### src/rtl/replacer_history_ctrl_pkg.sv
// Shared encodings for the NRU replacement-history controller:
// request opcodes, FSM states and the set-address width helper.
package replacer_pkg;

  localparam logic OP_TOUCH  = 1'b0;
  localparam logic OP_VICTIM = 1'b1;

  typedef enum logic [2:0] {
    ST_INIT,
    ST_IDLE,
    ST_READ,
    ST_UPDATE,
    ST_RESP
  } state_t;

  function automatic int set_addr_width(input int num_set);
    return (num_set > 1) ? $clog2(num_set) : 1;
  endfunction

endpackage

### src/rtl/replacer_history_ctrl_if.sv
// Request/response bus of the replacement-history controller; the
// requester drives through the master modport, the controller is the slave.
interface replacer_history_ctrl_if #(
  parameter int NUM_WAY        = 8,
  parameter int SET_ADDR_WIDTH = 6
);

  logic                      request_valid_in;
  logic                      request_ready_out;
  logic                      request_op_in;
  logic [SET_ADDR_WIDTH-1:0] request_set_addr_in;
  logic [NUM_WAY-1:0]        request_way_in;
  logic [NUM_WAY-1:0]        request_valid_flatted_in;
  logic                      response_valid_out;
  logic                      response_ready_in;
  logic [NUM_WAY-1:0]        response_way_out;

  modport master (
    output request_valid_in, request_op_in, request_set_addr_in,
           request_way_in, request_valid_flatted_in, response_ready_in,
    input  request_ready_out, response_valid_out, response_way_out
  );

  modport slave (
    input  request_valid_in, request_op_in, request_set_addr_in,
           request_way_in, request_valid_flatted_in, response_ready_in,
    output request_ready_out, response_valid_out, response_way_out
  );

endinterface

### src/rtl/replacer_history_ctrl_ffo.sv
// Priority picker: isolates the lowest set bit of a vector as a one-hot
// mask and flags whether any bit was set at all.
module find_first_one_index #(
  parameter int WIDTH = 8
) (
  input  logic [WIDTH-1:0] i_vec,
  output logic [WIDTH-1:0] o_onehot,
  output logic             o_found
);

  // Two's-complement trick: x & -x keeps only the least significant one.
  assign o_onehot = i_vec & (~i_vec + WIDTH'(1));
  assign o_found  = |i_vec;

endmodule

### src/rtl/replacer_history_ctrl.sv
// NRU replacement-history controller: per-set history bits, TOUCH updates
// on hits and VICTIM selection on misses, one request every four cycles.
module replacer_history_ctrl
  import replacer_pkg::*;
#(
  parameter int NUM_WAY = 8,
  parameter int NUM_SET = 64
) (
  input  logic                   clk_in,
  input  logic                   reset_in,
  replacer_history_ctrl_if.slave bus
);

  localparam int SET_ADDR_WIDTH = set_addr_width(NUM_SET);

  state_t                    r_state;
  state_t                    w_next_state;
  logic [SET_ADDR_WIDTH-1:0] r_sweep;
  logic [SET_ADDR_WIDTH-1:0] r_set;
  logic                      r_op;
  logic [NUM_WAY-1:0]        r_way;
  logic [NUM_WAY-1:0]        r_valid_vec;
  logic [NUM_WAY-1:0]        r_rd_data;
  logic [NUM_WAY-1:0]        r_resp_way;
  logic [NUM_WAY-1:0]        r_hist [NUM_SET];

  logic                      w_req_fire;
  logic                      w_sweep_done;
  logic [NUM_WAY-1:0]        w_inv_pick;
  logic                      w_inv_found;
  logic [NUM_WAY-1:0]        w_zero_pick;
  logic                      w_zero_found;
  logic [NUM_WAY-1:0]        w_chosen;
  logic [NUM_WAY-1:0]        w_merged;
  logic [NUM_WAY-1:0]        w_new_hist;
  logic                      w_wr_en;
  logic [SET_ADDR_WIDTH-1:0] w_wr_addr;
  logic [NUM_WAY-1:0]        w_wr_data;

  assign w_req_fire   = bus.request_valid_in && (r_state == ST_IDLE);
  assign w_sweep_done = (r_sweep == SET_ADDR_WIDTH'(NUM_SET - 1));

  assign bus.request_ready_out  = (r_state == ST_IDLE);
  assign bus.response_valid_out = (r_state == ST_RESP);
  assign bus.response_way_out   = (r_state == ST_RESP) ? r_resp_way : '0;

  find_first_one_index #(.WIDTH(NUM_WAY)) u_invalid_pick (
    .i_vec   (~r_valid_vec),
    .o_onehot(w_inv_pick),
    .o_found (w_inv_found)
  );

  find_first_one_index #(.WIDTH(NUM_WAY)) u_zero_hist_pick (
    .i_vec   (~r_rd_data),
    .o_onehot(w_zero_pick),
    .o_found (w_zero_found)
  );

  always_ff @(posedge clk_in) begin
    if (reset_in) r_state <= ST_INIT;
    else          r_state <= w_next_state;
  end

  always_comb begin
    w_next_state = r_state;
    case (r_state)
      ST_INIT:   if (w_sweep_done) w_next_state = ST_IDLE;
      ST_IDLE:   if (w_req_fire) w_next_state = ST_READ;
      ST_READ:   w_next_state = ST_UPDATE;
      ST_UPDATE: w_next_state = ST_RESP;
      ST_RESP:   if (bus.response_ready_in) w_next_state = ST_IDLE;
      default:   w_next_state = ST_INIT;
    endcase
  end

  // Once every line is used in an epoch, history restarts from the chosen way.
  always_comb begin
    w_chosen = r_way;
    if (r_op == OP_VICTIM) begin
      if (w_inv_found)       w_chosen = w_inv_pick;
      else if (w_zero_found) w_chosen = w_zero_pick;
      else                   w_chosen = NUM_WAY'(1);
    end
    w_merged   = r_rd_data | w_chosen;
    w_new_hist = (&w_merged) ? w_chosen : w_merged;
  end

  always_comb begin
    w_wr_en   = 1'b0;
    w_wr_addr = r_set;
    w_wr_data = w_new_hist;
    if (r_state == ST_INIT) begin
      w_wr_en   = 1'b1;
      w_wr_addr = r_sweep;
      w_wr_data = '0;
    end else if (r_state == ST_UPDATE && (|w_chosen)) begin
      w_wr_en = 1'b1;
    end
  end

  always_ff @(posedge clk_in) begin
    if (!reset_in && w_wr_en) r_hist[w_wr_addr] <= w_wr_data;
  end

  always_ff @(posedge clk_in) begin
    if (reset_in) begin
      r_sweep     <= '0;
      r_op        <= OP_TOUCH;
      r_set       <= '0;
      r_way       <= '0;
      r_valid_vec <= '0;
      r_rd_data   <= '0;
      r_resp_way  <= '0;
    end else begin
      if (r_state == ST_INIT) r_sweep <= w_sweep_done ? '0 : r_sweep + 1'b1;
      if (w_req_fire) begin
        r_op        <= bus.request_op_in;
        r_set       <= bus.request_set_addr_in;
        r_way       <= bus.request_way_in;
        r_valid_vec <= bus.request_valid_flatted_in;
      end
      if (r_state == ST_READ)   r_rd_data  <= r_hist[r_set];
      if (r_state == ST_UPDATE) r_resp_way <= w_chosen;
    end
  end

endmodule

### src/flat_wrapper.sv
// flat-port wrapper written by rule: the top's interface ports become plain ports
module replacer_history_ctrl_flat import replacer_pkg::*;
#(
  parameter int NUM_WAY = 8,
  parameter int NUM_SET = 64
)
  (clk_in, reset_in, bus_request_valid_in, bus_request_op_in, bus_request_set_addr_in, bus_request_way_in, bus_request_valid_flatted_in, bus_response_ready_in, bus_request_ready_out, bus_response_valid_out, bus_response_way_out);
  replacer_history_ctrl_if #(.NUM_WAY(NUM_WAY), .SET_ADDR_WIDTH((6))) bus_i ();
  input  logic clk_in;
  input  logic reset_in;
  input wire logic [$bits(bus_i.request_valid_in)-1:0] bus_request_valid_in;
  input wire logic [$bits(bus_i.request_op_in)-1:0] bus_request_op_in;
  input wire logic [$bits(bus_i.request_set_addr_in)-1:0] bus_request_set_addr_in;
  input wire logic [$bits(bus_i.request_way_in)-1:0] bus_request_way_in;
  input wire logic [$bits(bus_i.request_valid_flatted_in)-1:0] bus_request_valid_flatted_in;
  input wire logic [$bits(bus_i.response_ready_in)-1:0] bus_response_ready_in;
  output wire logic [$bits(bus_i.request_ready_out)-1:0] bus_request_ready_out;
  output wire logic [$bits(bus_i.response_valid_out)-1:0] bus_response_valid_out;
  output wire logic [$bits(bus_i.response_way_out)-1:0] bus_response_way_out;
  assign bus_i.request_valid_in = bus_request_valid_in;
  assign bus_i.request_op_in = bus_request_op_in;
  assign bus_i.request_set_addr_in = bus_request_set_addr_in;
  assign bus_i.request_way_in = bus_request_way_in;
  assign bus_i.request_valid_flatted_in = bus_request_valid_flatted_in;
  assign bus_i.response_ready_in = bus_response_ready_in;
  assign bus_request_ready_out = bus_i.request_ready_out;
  assign bus_response_valid_out = bus_i.response_valid_out;
  assign bus_response_way_out = bus_i.response_way_out;
  replacer_history_ctrl #(.NUM_WAY(NUM_WAY), .NUM_SET(NUM_SET)) u_core (.clk_in(clk_in), .reset_in(reset_in), .bus(bus_i));
endmodule
### config.mk
export PLATFORM = sky130hd
export DESIGN_NAME = replacer_history_ctrl_flat
export DESIGN_NICKNAME = d
export VERILOG_FILES = /design/src/rtl/replacer_history_ctrl_pkg.sv /design/src/rtl/replacer_history_ctrl_if.sv /design/src/rtl/replacer_history_ctrl_ffo.sv /design/src/rtl/replacer_history_ctrl.sv /design/src/flat_wrapper.sv
export SDC_FILE = /design/constraint.sdc
export NUM_CORES = 1
export LEC_CHECK = 0
export BUFFER_PORTS_ARGS = -buffer_cell sky130_fd_sc_hd__buf_4
export CAP_MARGIN = 20
export CORE_ASPECT_RATIO = 1.1
export CORE_MARGIN = 2
export CORE_UTILIZATION = 35
export CTS_BUF_LIST = sky130_fd_sc_hd__clkbuf_8
export CTS_CLUSTER_SIZE = 16
export DETAILED_ROUTE_END_ITERATION = 12
export PLACE_DENSITY = 0.56
export SLEW_MARGIN = 20
export SYNTH_ARGS = -nofsm -noshare
export SYNTH_HDL_FRONTEND = slang
export SYNTH_HIERARCHICAL = 1
export SYNTH_SLANG_ARGS = --single-unit
### constraint.sdc
create_clock -name clk_in -period 6.9 [get_ports clk_in]
set_input_delay 0 -clock clk_in [delete_from_list [all_inputs] [get_ports clk_in]]
set_output_delay 0 -clock clk_in [all_outputs]
set_load 0.005 [all_outputs]
Yosys cells after proc, flatten, opt, wreduce, memory -nomap -nowiden
Memory sizes are Yosys's and may differ from the RTL's. A register that Yosys moved wholly into a read port is not among the register bits.
Cells that the tools add are included.
{"block": "op_classes", "addsub": 3, "mul": 0, "div_mod_pow": 0, "n_lt_le_gt_ge": 0, "n_eq_ne": 8, "n_shift": 0, "n_mux": 16, "bitwise_logic": 7, "n_reduce_logical": 10}
{"operator": "8-bit two-way mux", "count": 6}
{"operator": "8-bit NOT", "count": 4}
{"operator": "8-bit OR reduction", "count": 3}
{"operator": "8-bit by 1-bit adder with 8-bit output, second input constant", "count": 2}
{"operator": "8-bit AND", "count": 2}
{"operator": "3-bit case mux with 5 select lines", "count": 1}
{"operator": "6-bit two-way mux", "count": 2}
{"operator": "3-bit two-way mux", "count": 3}
{"operator": "8-bit OR", "count": 1}
{"operator": "8-bit AND reduction", "count": 1}
{"operator": "6-bit by 1-bit adder with 6-bit output, second input constant", "count": 1}
{"operator": "3-bit by 2-bit equality test with 1-bit output, second input constant", "count": 2}
{"operator": "6-bit equality test, second input constant", "count": 1}
{"operator": "1-bit two-way mux", "count": 4}
{"operator": "2-bit by 1-bit inequality test with 1-bit output, second input constant", "count": 2}
{"operator": "3-bit by 1-bit equality test with 1-bit output, second input constant", "count": 1}
{"operator": "3-bit equality test, second input constant", "count": 1}
{"operator": "1-bit logical AND", "count": 3}
{"operator": "3-bit zero test", "count": 1}
{"operator": "3-bit AND reduction", "count": 1}
{"operator": "2-bit inequality test, second input constant", "count": 1}
{"operator": "1-bit zero test", "count": 1}
{"block": "totals", "register_bits": 40, "latchBits": 0, "ramBits": 512, "mem_bits_ro": 0, "elab_cells": 52, "n_memories": 1}
{"name": "u_core.r_hist", "depth": 64, "word_bits": 8, "rd": 1, "rd_clocked_by_memory_dff": 1, "write_ports": 1, "line": "replacer_history_ctrl.sv:25", "source": "logic [NUM_WAY-1:0] r_hist [NUM_SET];"}

Longest topological paths before layout
{"block": "depth", "ltp_word": 14, "ltp_mapped": 11, "depth_no_buf": 9}

Hierarchy
Netlist, hierarchy kept.
{"mod": "replacer_history_ctrl", "n_inst": 1, "cells_per_inst": 1270, "area_each_um2": 22475.3, "seq_area_each_um2": 16335.7}
{"mod": "find_first_one_index", "n_inst": 2, "cells_per_inst": 12, "area_each_um2": 96.3, "seq_area_each_um2": 0.0}

Worst setup path before layout
Ideal clock, no wire load.
{"block": "synth_path", "path_type": "reg-to-reg", "from": "register u_core.r_valid_vec[1]", "to": "memory u_core.r_hist[0][7], data pin", "setup_time_ns": 0.681, "arrival_time_ns": 4.509, "t_required_ns": 6.219, "slack_ns": 1.710, "stages_incl_launch_ff": 12, "path_buffers": 2, "period_less_slack_ns": 5.190, "cell_sequence": "dfxtp_1 > inv_1 > nor4_4 > nand3_1 > buf_6 > or3b_1 > a31o_1 > nor2_1 > or4_1 > buf_6 > nor3_2 > nor3_1"}
{"block": "synth_between", "word_cells_on_any_way": 11, "cone_classes": "add/sub: 1; mux: 4; bitwise: 4; reduce/logical: 2"}
{"element": "start, declared", "line": "replacer_history_ctrl.sv:22", "source": "logic [NUM_WAY-1:0] r_valid_vec;"}
{"element": "start signal, assigned", "line": "replacer_history_ctrl.sv:120", "source": "r_valid_vec <= bus.request_valid_flatted_in;"}
{"element": "8-bit NOT *", "line": "replacer_history_ctrl.sv:48", "source": ".i_vec (~r_valid_vec),"}
{"element": "8-bit OR reduction *", "line": "replacer_history_ctrl_ffo.sv:13", "source": "assign o_found = |i_vec;"}
{"element": "net u_core.w_inv_found", "line": "replacer_history_ctrl.sv:30", "source": "logic w_inv_found;"}
{"element": "8-bit two-way mux *", "line": "replacer_history_ctrl.sv:80", "source": "if (w_inv_found) w_chosen = w_inv_pick;"}
{"element": "8-bit two-way mux *", "line": "replacer_history_ctrl.sv:79", "source": "if (r_op == OP_VICTIM) begin"}
{"element": "8-bit OR", "line": "replacer_history_ctrl.sv:84", "source": "w_merged = r_rd_data | w_chosen;"}
{"element": "8-bit AND reduction", "line": "replacer_history_ctrl.sv:85", "source": "w_new_hist = (&w_merged) ? w_chosen : w_merged;"}
{"element": "8-bit two-way mux *", "line": "replacer_history_ctrl.sv:85"}
{"element": "8-bit two-way mux *", "line": "replacer_history_ctrl.sv:92", "source": "if (r_state == ST_INIT) begin"}
{"element": "net u_core.w_wr_data[7]", "line": "replacer_history_ctrl.sv:38", "source": "logic [NUM_WAY-1:0] w_wr_data;"}
{"element": "end, declared", "line": "replacer_history_ctrl.sv:25"}
The timed path passes the listed nets; every way through them passes the cells marked *.

Worst setup path in the final report
{"block": "layout_path", "from": "register u_core.r_valid_vec[1]", "to": "memory u_core.r_hist[55][1] (enable)"}
{"block": "layout_between", "word_cells_on_any_way": 14, "cone_classes": "add/sub: 1; mux: 6; bitwise: 3; reduce/logical: 4"}
{"element": "8-bit NOT", "line": "replacer_history_ctrl.sv:48"}
{"element": "8-bit OR reduction", "line": "replacer_history_ctrl_ffo.sv:13"}
{"element": "net u_core.w_inv_found", "line": "replacer_history_ctrl.sv:30"}
{"element": "8-bit two-way mux", "line": "replacer_history_ctrl.sv:80"}
{"element": "8-bit two-way mux", "line": "replacer_history_ctrl.sv:79"}
{"element": "8-bit OR reduction", "line": "replacer_history_ctrl.sv:96", "source": "end else if (r_state == ST_UPDATE && (|w_chosen)) begin"}
{"element": "1-bit logical AND", "line": "replacer_history_ctrl.sv:96"}
{"element": "1-bit two-way mux", "line": "replacer_history_ctrl.sv:96"}
{"element": "1-bit two-way mux", "line": "replacer_history_ctrl.sv:92"}
{"element": "1-bit logical AND", "line": "replacer_history_ctrl.sv:102", "source": "if (!reset_in && w_wr_en) r_hist[w_wr_addr] <= w_wr_data;"}
{"element": "1-bit two-way mux", "line": "replacer_history_ctrl.sv:102"}
{"element": "1-bit two-way mux (implied by the code)", "line": "replacer_history_ctrl.sv:102"}
The timed path passes the listed nets, and every way through them passes these cells.

==> impl_results.md <==
- Die ar.: 66,820 µm²
- Worst-case clock skew: 0.03555 ns
- Count of different cell masters after synthesis: 54
- Max-Cap Viols: 0
- I/O pin total: 37
- Area Overhead vs Synth: 14.93%
- Final ANT Viol Nets: 0
- Sequential share of the synthesized area: 72.06%
- Number of synthesized flops with an enable pin: 512
- Async set-or-reset flop fraction in the synthesized netlist: 0%
- Vias in the first global route: 12,680
- CP Cell Sequence: inv_1 -> nor4_4 -> nand3_1 -> nand3b_1 -> a31oi_1 -> nor4_1 -> a31oi_2 -> nand2_2 -> nor2_1
- Initial DRC count: just over 900
- FMAX: 0.2584 GHz
- Post-place setup slack: about 3 ns
- Setup Fix Bufs, Post-CTS: 0
- Die H: 270.9 µm
- CP required: around 7 ns
- CTS tree: built
- Ant diodes: 0
- Commonest cells after routing, fill and taps aside: 512 x edfxtp_1, 114 x mux4_2, 96 x nor2_1
- LEAKAGE: roughly 9.3 nW
- DPL Wire Length: 31,660 µm
- CP endpoint kind: register
- DRC errors left: 0
- Row count: 97
- RSZ-0062 raised after global routing: false
- Tcrit/Tclk final: a little under three fifths
- Number of CTS-inserted buffers: 90
- PD cells: 250.1 nW/µm²
- Final Setup Violations: 0
- Fill cell count: roughly 5,800
- Clk pin slew, worst setup/hold paths: about 0.06 ns
- Multi-input logic area: about 6000 µm²
- CP max stage delay: 0.73 ns
- Number of synthesis warnings: 6
- Outcome: finished clean
- Final Util: between 40% and 50%
- TNS Setup: 0 ns
- WL/cell: 22.69 µm
- Drt pass-1 iters: 5
- Root Buffer: clkbuf_8
- Nature of the critical path startpoint: register
- Synth top area cells: edfxtp_1 68%, mux4_2 11%, dfxtp_1 4.2%
- Mapped Area: 22,670 µm²
- GRT Total Usage: approximately 16%
- Largest net degree at the start of global routing: 120
- Post-Route WL: 52,920 µm
- Critical path class: reg2reg
- Actual slew at the worst max-slew pin: 0.9235 ns
- Cells after Synth: 1,294
- Final setup margin: 3.030 ns
- CTS sink cnt: 560
- Area of the core: 63,840 µm²
- Critical-path top delay cell: nor2_1
- Power, Total: 0.006514 W
- Sequential Area: 16,340 µm²
- Max clock buf depth: 3
- Finished Cell Area: 26,050 µm²
- Via/cell ratio: 5.232
- GRT overflow: 0
- Commonest non-fill, non-tap cell in the layout: edfxtp_1
- First-pass GRT wire length: 79,820 µm
- Critical Path AT: around 4.2 ns
- Area leader, netlist: edfxtp_1
- Syn Nets: 1,322
- Slew margin rel.: 38.43%
- Peak VDD IR: roughly 0.00011 V
- Buffers and inverters on the worst path: 1
- Max Slew Vio Count: 0
- Top FF cell, synth: edfxtp_1
- Initial antenna violation count: 0
- Final-stage net count: 1,448
- GPL Wtd Cong: 0.8009
- CP Max Fanout: 16
- Port bufs: 36
- Final Hold Viols: 0
- Share of layout cells above drive strength 1: 23.07%
- DR vias: 12,200
- Post-CTS sizing: 0
- Minimum clock period: roughly 3.9 ns
- Area of placed instances: about 24,000 µm²
- Synth top area share: 67.83%
- Skew-Pair Late Insertion Delay: 0.67 ns
- CP top delay family: simple AND/OR/NAND/NOR gates
- Syn Area/Cell: between 15 and 20 µm²
- Die width: 246.6 µm
- Seq cells post-synth: 560
- Cts hold-fix bufs: 50
- Path type of the worst min-delay path: in2reg
- Initial Utilization: 35.51%
- CTS HTree Levels: 3
routing by layer:
metal / track usage [%] / share of wire [%] / routed length, µm
met4: 5.755 / 2.5 / 1299
met1: 22.08 / 44 / 23230
met5: 0 / 0 / 0
met3: 2.857 / 5.9 / 3145
met2: 25.54 / 48 / 25250
sequential cells by signal, summed over array words and instances, names as in the netlist:
signal	cells
u_core/r_hist	512
u_core/r_rd_data	8
u_core/r_resp_way	8
u_core/r_valid_vec	8
u_core/r_way	8
u_core/r_set	6
u_core/r_sweep	6
u_core/r_state	3
u_core/r_op	1
through the flow:
stage,hold slack [ns],instances
after detailed placement,0.2604,2118
after global placement,0.2542,2118
after floorplan,0.1360,1294
after global routing,0.3305,2332
final,0.3379,2332
after CTS,0.2862,2331
cells by family (layout without fill, tap and decap cells):
logic type / count (synthesis) / in the layout / share of synthesized area [%]
simple gates: 313 / 313 / 6.933
fa+ha+maj: 1 / 1 / 0.05519
flops: 560 / 560 / 72.06
buf+inv: 91 / 288 / 2.208
compound gates: 149 / 149 / 4.460
xor+xnor: 2 / 2 / 0.07729
mux: 178 / 178 / 14.20
power breakdown:
part / internal (W) / switching (W) / total (W)
logic: 0.0000334 / 0.0000376 / 0.0000710
clock network: 0.00150 / 0.00128 / 0.00278
registers: 0.00366 / 0.00000589 / 0.00366
total: 0.00519 / 0.00132 / 0.00651
final cells by class:
type | count | area share, %
Clock buffer | 95 | 5.019
Clock inverter | 68 | 1.695
Inverter | 17 | 0.2449
Multi-Input combinational cell | 643 | 22.60
Sequential cell | 560 | 62.74
Tap cell | 841 | 4.039
Timing Repair Buffer | 108 | 3.669
synth_stat cells (7+ instances only):
cell / n
and2_1: 26
mux2i_1: 55
inv_1: 17
buf_2: 21
buf_6: 12
nor3_2: 9
a22oi_1: 8
a21oi_1: 52
o21ai_0: 19
dfxtp_1: 48
clkbuf_1: 28
nand3b_1: 12
a211oi_1: 33
mux2_2: 9
a221oi_1: 14
nand2_2: 9
nor3_1: 12
nor2b_1: 9
nand3_1: 13
mux4_2: 114
nand2_1: 95
buf_4: 11
edfxtp_1: 512
o211ai_1: 7
nor2_1: 97
worst register-to-register path: cells and delay by family, from the launching register on:
family | cells | cell delay [ns]
buffers and inverters | 1 | 0.09
flip-flops | 1 | 0.33
AND/OR/NAND/NOR | 6 | 2.30
AO/OA/AOI/OAI | 2 | 0.77
path summary, 6_finish.rpt:
check | startpoint | end | slack (ns) | depth (start not counted)
worst max-delay path | u_core/r_valid_vec[1] | u_core/r_hist[55][1] | 3.03 | 9
worst min-delay path | reset_in | u_core/r_sweep[2] | 0.34 | 3
worst max register to register | u_core/r_valid_vec[1] | u_core/r_hist[55][1] | 3.03 | 9
worst min register to register | u_core/r_resp_way[3] | u_core/r_resp_way[3] | 0.47 | 2
(Power assumes the default switching activity.)
